===== src/rtl/perf_ctr_bank.sv =====
// Multi-channel start/stop cycle counter bank with sticky overflow, global
// snapshot and a one-cycle registered read port.

module perf_ctr_chan #(
  parameter int CTR_WIDTH = 32,
  parameter int SATURATE  = 0
) (
  input  logic                 clk,
  input  logic                 rst,
  input  logic                 start_i,
  input  logic                 stop_i,
  input  logic                 clear_i,
  output logic [CTR_WIDTH-1:0] cnt_o,
  output logic                 running_o,
  output logic                 ovf_o
);
  typedef enum logic {IDLE = 1'b0, RUN = 1'b1} state_e;

  localparam logic [CTR_WIDTH-1:0] CNT_MAX = '1;
  localparam logic [CTR_WIDTH-1:0] CNT_ONE = CTR_WIDTH'(1);

  state_e               state_q, state_d;
  logic [CTR_WIDTH-1:0] cnt_q, cnt_d;
  logic                 ovf_q, ovf_d;

  always_ff @(posedge clk) begin
    if (rst) begin
      state_q <= IDLE;
      cnt_q   <= '0;
      ovf_q   <= 1'b0;
    end else begin
      state_q <= state_d;
      cnt_q   <= cnt_d;
      ovf_q   <= ovf_d;
    end
  end

  always_comb begin
    state_d = state_q;
    cnt_d   = cnt_q;
    ovf_d   = ovf_q;
    if (clear_i) begin
      state_d = IDLE;
      cnt_d   = '0;
      ovf_d   = 1'b0;
    end else begin
      case (state_q)
        IDLE: begin
          // start together with stop in IDLE is a no-op
          if (start_i && !stop_i) begin
            state_d = RUN;
            cnt_d   = '0;
            ovf_d   = 1'b0;
          end
        end
        RUN: begin
          // the stop edge still counts, so start@t / stop@t+k yields k
          if (cnt_q == CNT_MAX) begin
            ovf_d = 1'b1;
            cnt_d = (SATURATE != 0) ? CNT_MAX : '0;
          end else begin
            cnt_d = cnt_q + CNT_ONE;
          end
          if (stop_i) state_d = IDLE;
        end
        default: state_d = IDLE;
      endcase
    end
  end

  assign cnt_o     = cnt_q;
  assign running_o = (state_q == RUN);
  assign ovf_o     = ovf_q;
endmodule

module perf_ctr_bank #(
  parameter int NUM_CH    = 4,
  parameter int CTR_WIDTH = 32,
  parameter int SATURATE  = 0,
  parameter int SEL_WIDTH = (NUM_CH > 1 ? $clog2(NUM_CH) : 1)
) (
  input  logic                 clk,
  input  logic                 rst,
  input  logic [NUM_CH-1:0]    start,
  input  logic [NUM_CH-1:0]    stop,
  input  logic [NUM_CH-1:0]    clear,
  input  logic                 snap,
  input  logic                 rd_en,
  input  logic [SEL_WIDTH-1:0] rd_sel,
  input  logic                 rd_snap,
  output logic                 rd_valid,
  output logic [CTR_WIDTH-1:0] rd_data,
  output logic                 rd_err,
  output logic [NUM_CH-1:0]    running,
  output logic [NUM_CH-1:0]    overflow
);
  typedef struct packed {
    logic                 vld;
    logic                 err;
    logic [CTR_WIDTH-1:0] data;
  } rd_rsp_t;

  localparam logic [SEL_WIDTH:0] NUM_CH_W = NUM_CH[SEL_WIDTH:0];

  logic [NUM_CH-1:0][CTR_WIDTH-1:0] cnt;
  logic [NUM_CH-1:0][CTR_WIDTH-1:0] snap_q;
  rd_rsp_t                          rsp_q, rsp_d;

  for (genvar g = 0; g < NUM_CH; g++) begin : g_ch
    perf_ctr_chan #(
      .CTR_WIDTH (CTR_WIDTH),
      .SATURATE  (SATURATE)
    ) u_chan (
      .clk       (clk),
      .rst       (rst),
      .start_i   (start[g]),
      .stop_i    (stop[g]),
      .clear_i   (clear[g]),
      .cnt_o     (cnt[g]),
      .running_o (running[g]),
      .ovf_o     (overflow[g])
    );
  end

  // Snapshots capture pre-update counters; only reset touches them otherwise.
  always_ff @(posedge clk) begin
    if (rst)       snap_q <= '0;
    else if (snap) snap_q <= cnt;
  end

  always_comb begin
    rsp_d     = rsp_q;
    rsp_d.vld = 1'b0;
    rsp_d.err = 1'b0;
    if (rd_en) begin
      rsp_d.vld  = 1'b1;
      rsp_d.data = '0;
      if ({1'b0, rd_sel} >= NUM_CH_W) begin
        rsp_d.err = 1'b1;
      end else begin
        for (int i = 0; i < NUM_CH; i++) begin
          if (rd_sel == i[SEL_WIDTH-1:0])
            rsp_d.data = rd_snap ? snap_q[i] : cnt[i];
        end
      end
    end
  end

  always_ff @(posedge clk) begin
    if (rst) rsp_q <= '0;
    else     rsp_q <= rsp_d;
  end

  assign rd_valid = rsp_q.vld;
  assign rd_err   = rsp_q.err;
  assign rd_data  = rsp_q.data;
endmodule


===== config.mk =====
export PLATFORM = sky130hd
export DESIGN_NAME = perf_ctr_bank
export DESIGN_NICKNAME = d
export VERILOG_FILES = /design/src/rtl/perf_ctr_bank.sv
export SDC_FILE = /design/constraint.sdc
export NUM_CORES = 1
export LEC_CHECK = 0
export CAP_MARGIN = 5
export CORE_MARGIN = 2
export CORE_UTILIZATION = 48
export DETAILED_ROUTE_END_ITERATION = 8
export PLACE_DENSITY = 0.75
export SYNTH_ARGS = -nofsm -noshare
export SYNTH_HDL_FRONTEND = slang
export SYNTH_SLANG_ARGS = --single-unit

===== constraint.sdc =====
create_clock -name clk -period 7 [get_ports clk]
set_input_delay 1.4 -clock clk [delete_from_list [all_inputs] [get_ports clk]]
set_output_delay 1.4 -clock clk [all_outputs]
set_load 0.01 [all_outputs]

Word-level counts from Yosys, hierarchy flattened
Index checks and enable logic that the tools add are counted.
{ "totals": {"regBits": 298, "wordCells": 104} }
{ "op_classes": {"add_sub_neg": 4, "eq_ne": 15, "n_mux": 45, "n_bitwise": 4, "reduce_logical": 17} }
{ "op_table": {"columns": ["operator", "n"], "rows": [
  ["$mux 32", 16],
  ["$pmux 32 s2", 4],
  ["$add 32x1->32 const B", 4],
  ["$eq 32x32->1 const B", 4],
  ["$mux 1", 17],
  ["$pmux 1 s2", 8],
  ["$ne 2x1->1 const B", 4],
  ["$ne 2x2->1 const B", 4],
  ["$reduce_and 2->1", 4],
  ["$reduce_or 2->1", 4],
  ["$eq 2x2->1 const B", 2],
  ["$logic_and 1x1->1", 4],
  ["$logic_not 1->1", 4],
  ["$not 1->1", 4],
  ["$eq 2x1->1 const B", 1],
  ["$logic_not 2->1", 1]
]} }

Depth between registers and ports, before layout
{ "depth": {"ltp_word": 5, "mapped_depth": 8, "ltp_nobuf": 6} }

By module
From an unflattened synthesis, not the netlist that was laid out.
{ "hier_totals": {"cells_unflattened": 1721, "area_unflattened_um2": 14924.3} }
{ "modules_own_cells": {"columns": ["mod", "instances", "cells_each", "area_each_um2", "seq_area_each_um2"], "rows": [
  ["perf_ctr_bank", 1, 785, 7642.3, 3223.1],
  ["perf_ctr_chan", 4, 234, 1820.5, 680.7]
]} }

Worst setup path after synthesis
No wires, ideal clock.
{ "synth_timing": {"path_type": "input port to flip-flop", "start": "input rd_sel[1]", "end": "register rsp_q, in the netlist rd_data[26]", "setup_time_ns": 0.137, "arrival_time_ns": 2.945, "t_required_ns": 6.863, "path_slack_ns": 3.917, "stages": 6, "path_cell_list": "buf_2 > buf_1 > clkbuf_1 > mux4_2 > mux2i_1 > a211oi_1"} }
{ "synth_between": {"elab_chain_cells": 5, "word_cells_on_any_way": 8} }
{ "synth_lines": {"columns": ["item", "line", "source"], "rows": [
  ["from (decl)", "89", "input logic [SEL_WIDTH-1:0] rd_sel,"],
  ["$logic_not 2->1", "142", "if (rd_sel == i[SEL_WIDTH-1:0])"],
  ["$mux 32 (3 in a row)", "142", null],
  ["$mux 32 (*)", "142", null],
  ["to (signal assigned)", "151", "else rsp_q <= rsp_d;"],
  ["to (decl)", "107", "rd_rsp_t rsp_q, rsp_d;"]
]} }
Mark *: on every way between the ends. The rest lies on a longest branch, timed or not.
A chain may end at the register's enable or synchronous reset.

Worst setup path in the final report
{ "layout_timing": {"start": "register g_ch[0].u_chan.state_q", "end": "output running[0]"} }
{ "layout_lines": {"columns": ["item", "line", "source"], "rows": [
  ["from (decl)", "22", "state_e state_q, state_d;"],
  ["from (signal assigned)", "32", "state_q <= state_d;"],
  ["to (decl)", "94", "output logic [NUM_CH-1:0] running,"]
]} }
No word-level cell between the ends.

==> run summary <==
outcome = finished clean
critical-path cell list = clkdlybuf4s50_1
drt pass-1 iters = 6
Peak VDD IR = 165 uV
initial core utilization = 48.7%
CP Capture Type = primary output
largest net degree at the start of global routing = 89
Die Wd = 180 um
Mapped Area = 0.0149 mm2
GR Util All Layers = 24.4%
die height = 180 um
CTS Buffer Depth = 3
Hold WS = 474 ps
Max Cap Viol = 0
CP max stage delay = 840 ps
Num CTS Buffers = 34
clock sink total = 297
# IOs = 61
maximum clock rate = 0.293 GHz
IO buf count = 59
Nets = 1600
GPL Wtd Cong = 0.913
PwrDens = 221 mW/mm2
CP arrival = 2020 ps
pin slew with the least headroom to its limit = 1260 ps
Die Area = 0.0324 mm2
RSZ-0062 raised after global routing = false
Mapped Cells = 1609
Worst EP required = 5600 ps
Post-synth EDFFs = 0
Clock Latency Late Sink = 520 ps
Hold Violations, Final = 0
setup TNS = 0 ps
CTS tree = yes
Final setup viols = 0
layout cell share with drive strength beyond 1 = 10.1%
Rows = 64
grt total ovfl = 0
wirelength, routed = 40200 um
number of global-route vias before repair = 11900
ys async rst share = 0%
Slew headroom = 15.8%
clock period minus worst slack = 3420 ps
core footprint = 0.0305 mm2
syn nets = 1632
P_leak = 0.00575 uW
Detail Route Antenna Nets = 0
Ys Warns = 0
Worst Hold Class = reg2reg
vias after detailed routing = 12700
Post-CTS Hold Buffers = 0
Detailed Place HPWL = 27500 um
vias per cell = 6.36
Critical Path Start Type = register
CP top delay family = flip-flops
n_diodes = 0
syn_area_per_cell = 9.24 um2
CP Buf/Inv Count = 1
CP Class = reg2out
root buf cell = clkbuf_16
Worst-path clk slew = 60 ps
Post-synth top flop = dfxtp_1
# DRC = 0
first-pass GRT wire length = 64900 um
Area Growth Syn to Fin = 11.5%
CTS H-tree lvls = 2
sequential-to-total area share from yosys stat = 40.0%
initial DRC count = 1271
maximum fanout along the worst path = 21
Clock Skew = 17.7 ps
period utilisation layout = 48.8%
antenna violations before repair = 1
PostCTS Resize Cnt = 0
setup bufs post-CTS = 0
pins over their slew limit = 0
#FFs+latches synth = 297
Routed WL per cell = 20.1 um
slowest stage cell, crit path = dfxtp_1
synth unique cells = 63
logic make-up after synthesis:
logic type	count (synthesis)	synth area share (%)
xor+xnor	25	1.47
flops	297	40.0
fa+ha+maj	4	0.337
other cells	1	0.0252
simple gates	635	21.5
mux	240	21.6
buf+inv	169	4.63
compound gates	238	10.4
area by class of cell:
type / count / area, um2
clock inverter: 9 / 73.8
timing repair buffer: 73 / 682
clock buffer: 50 / 1030
tap: 396 / 495
sequential: 297 / 5950
fill: 2659 / 13900
multi-input combinational: 1143 / 8240
inverter: 28 / 105
registers in the layout, summed over array words and instances (netlist names):
| name | flops |
|---|---|
| snap_q | 128 |
| rd_valid | 1 |
| g_ch.u_chan.running_o | 4 |
| g_ch.u_chan.ovf_o | 4 |
| rd_data | 32 |
| g_ch.u_chan.cnt_o | 128 |
routing by layer:
| layer | track usage, % | vias to the layer above | wire (um) |
|---|---|---|---|
| met4 | 9.11 | 2 | 1330 |
| met2 | 39.1 | 504 | 18500 |
| met1 | 33.3 | 6206 | 17600 |
| met5 | 0 | - | 11 |
| li1 | - | 5898 | - |
| met3 | 3.91 | 83 | 2770 |
through the flow:
stage | instance area (um2) | util [%] | instances | setup WS, ps | power (uW)
6_report | 16600 | 54.3 | 1996 | 3580 | 3670
4_1_cts | 16600 | 54.3 | 1995 | 3570 | 3690
3_3_place_gp | 15500 | 50.7 | 1936 | 3300 | 1940
2_1_floorplan | 14900 | - | 1609 | 3920 | 1880
5_1_grt | 16600 | 54.3 | 1996 | 3520 | 3760
3_5_place_dp | 15500 | 50.7 | 1936 | 3190 | 1940
worst paths after layout:
kind                                             start                                     to  slack, ps  depth (start not counted)
setup reg to reg  g_ch[0].u_chan.cnt_o[4]$_SDFFE_PP0P_  g_ch[0].u_chan.cnt_o[20]$_SDFFE_PP0P_       3870                          5
hold / removal       g_ch[0].u_chan.ovf_o$_SDFFE_PP0P_      g_ch[0].u_chan.ovf_o$_SDFFE_PP0P_        470                          2
hold reg to reg      g_ch[0].u_chan.ovf_o$_SDFFE_PP0P_      g_ch[0].u_chan.ovf_o$_SDFFE_PP0P_        470                          2
setup / recovery   g_ch[0].u_chan.running_o$_SDFF_PP0_                             running[0]       3580                          1
cell usage after synthesis, types with 28 or more instances:
cell type	number	share of area (%)
a211oi_1	32	1.6
a21oi_1	30	1.0
a31oi_1	77	3.2
clkbuf_1	105	2.7
dfxtp_1	297	40
inv_1	28	0.71
mux2i_1	176	12
mux4_2	62	9.4
nand2_1	103	2.6
nand3_1	73	2.5
nand4_1	66	2.8
nor2_1	219	5.5
o21ai_0	38	1.3
where the power goes:
group / internal, uW / switching (uW)
clock: 1060 / 700
sequential: 1700 / 10.5
combinational: 77.6 / 116
total: 2840 / 827
cells in the final DEF (no fill, tap or decap), drive strengths merged, types with 6 or more instances in the layout:
master / count
a211oi: 32
a21o: 6
a21oi: 30
a31oi: 77
and2: 14
and3: 19
and4: 10
buf: 20
clkbuf: 50
clkdlybuf4s50: 53
clkinv: 7
dfxtp: 297
inv: 29
mux2i: 176
mux4: 64
nand2: 103
nand3: 75
nand3b: 21
nand4: 66
nand4b: 6
nor2: 219
nor3: 26
nor4: 27
o211ai: 10
o21ai: 39
o22ai: 7
or3: 14
or4: 16
xnor2: 11
xor2: 14
Note: power is estimated with default switching activity, not from simulation.
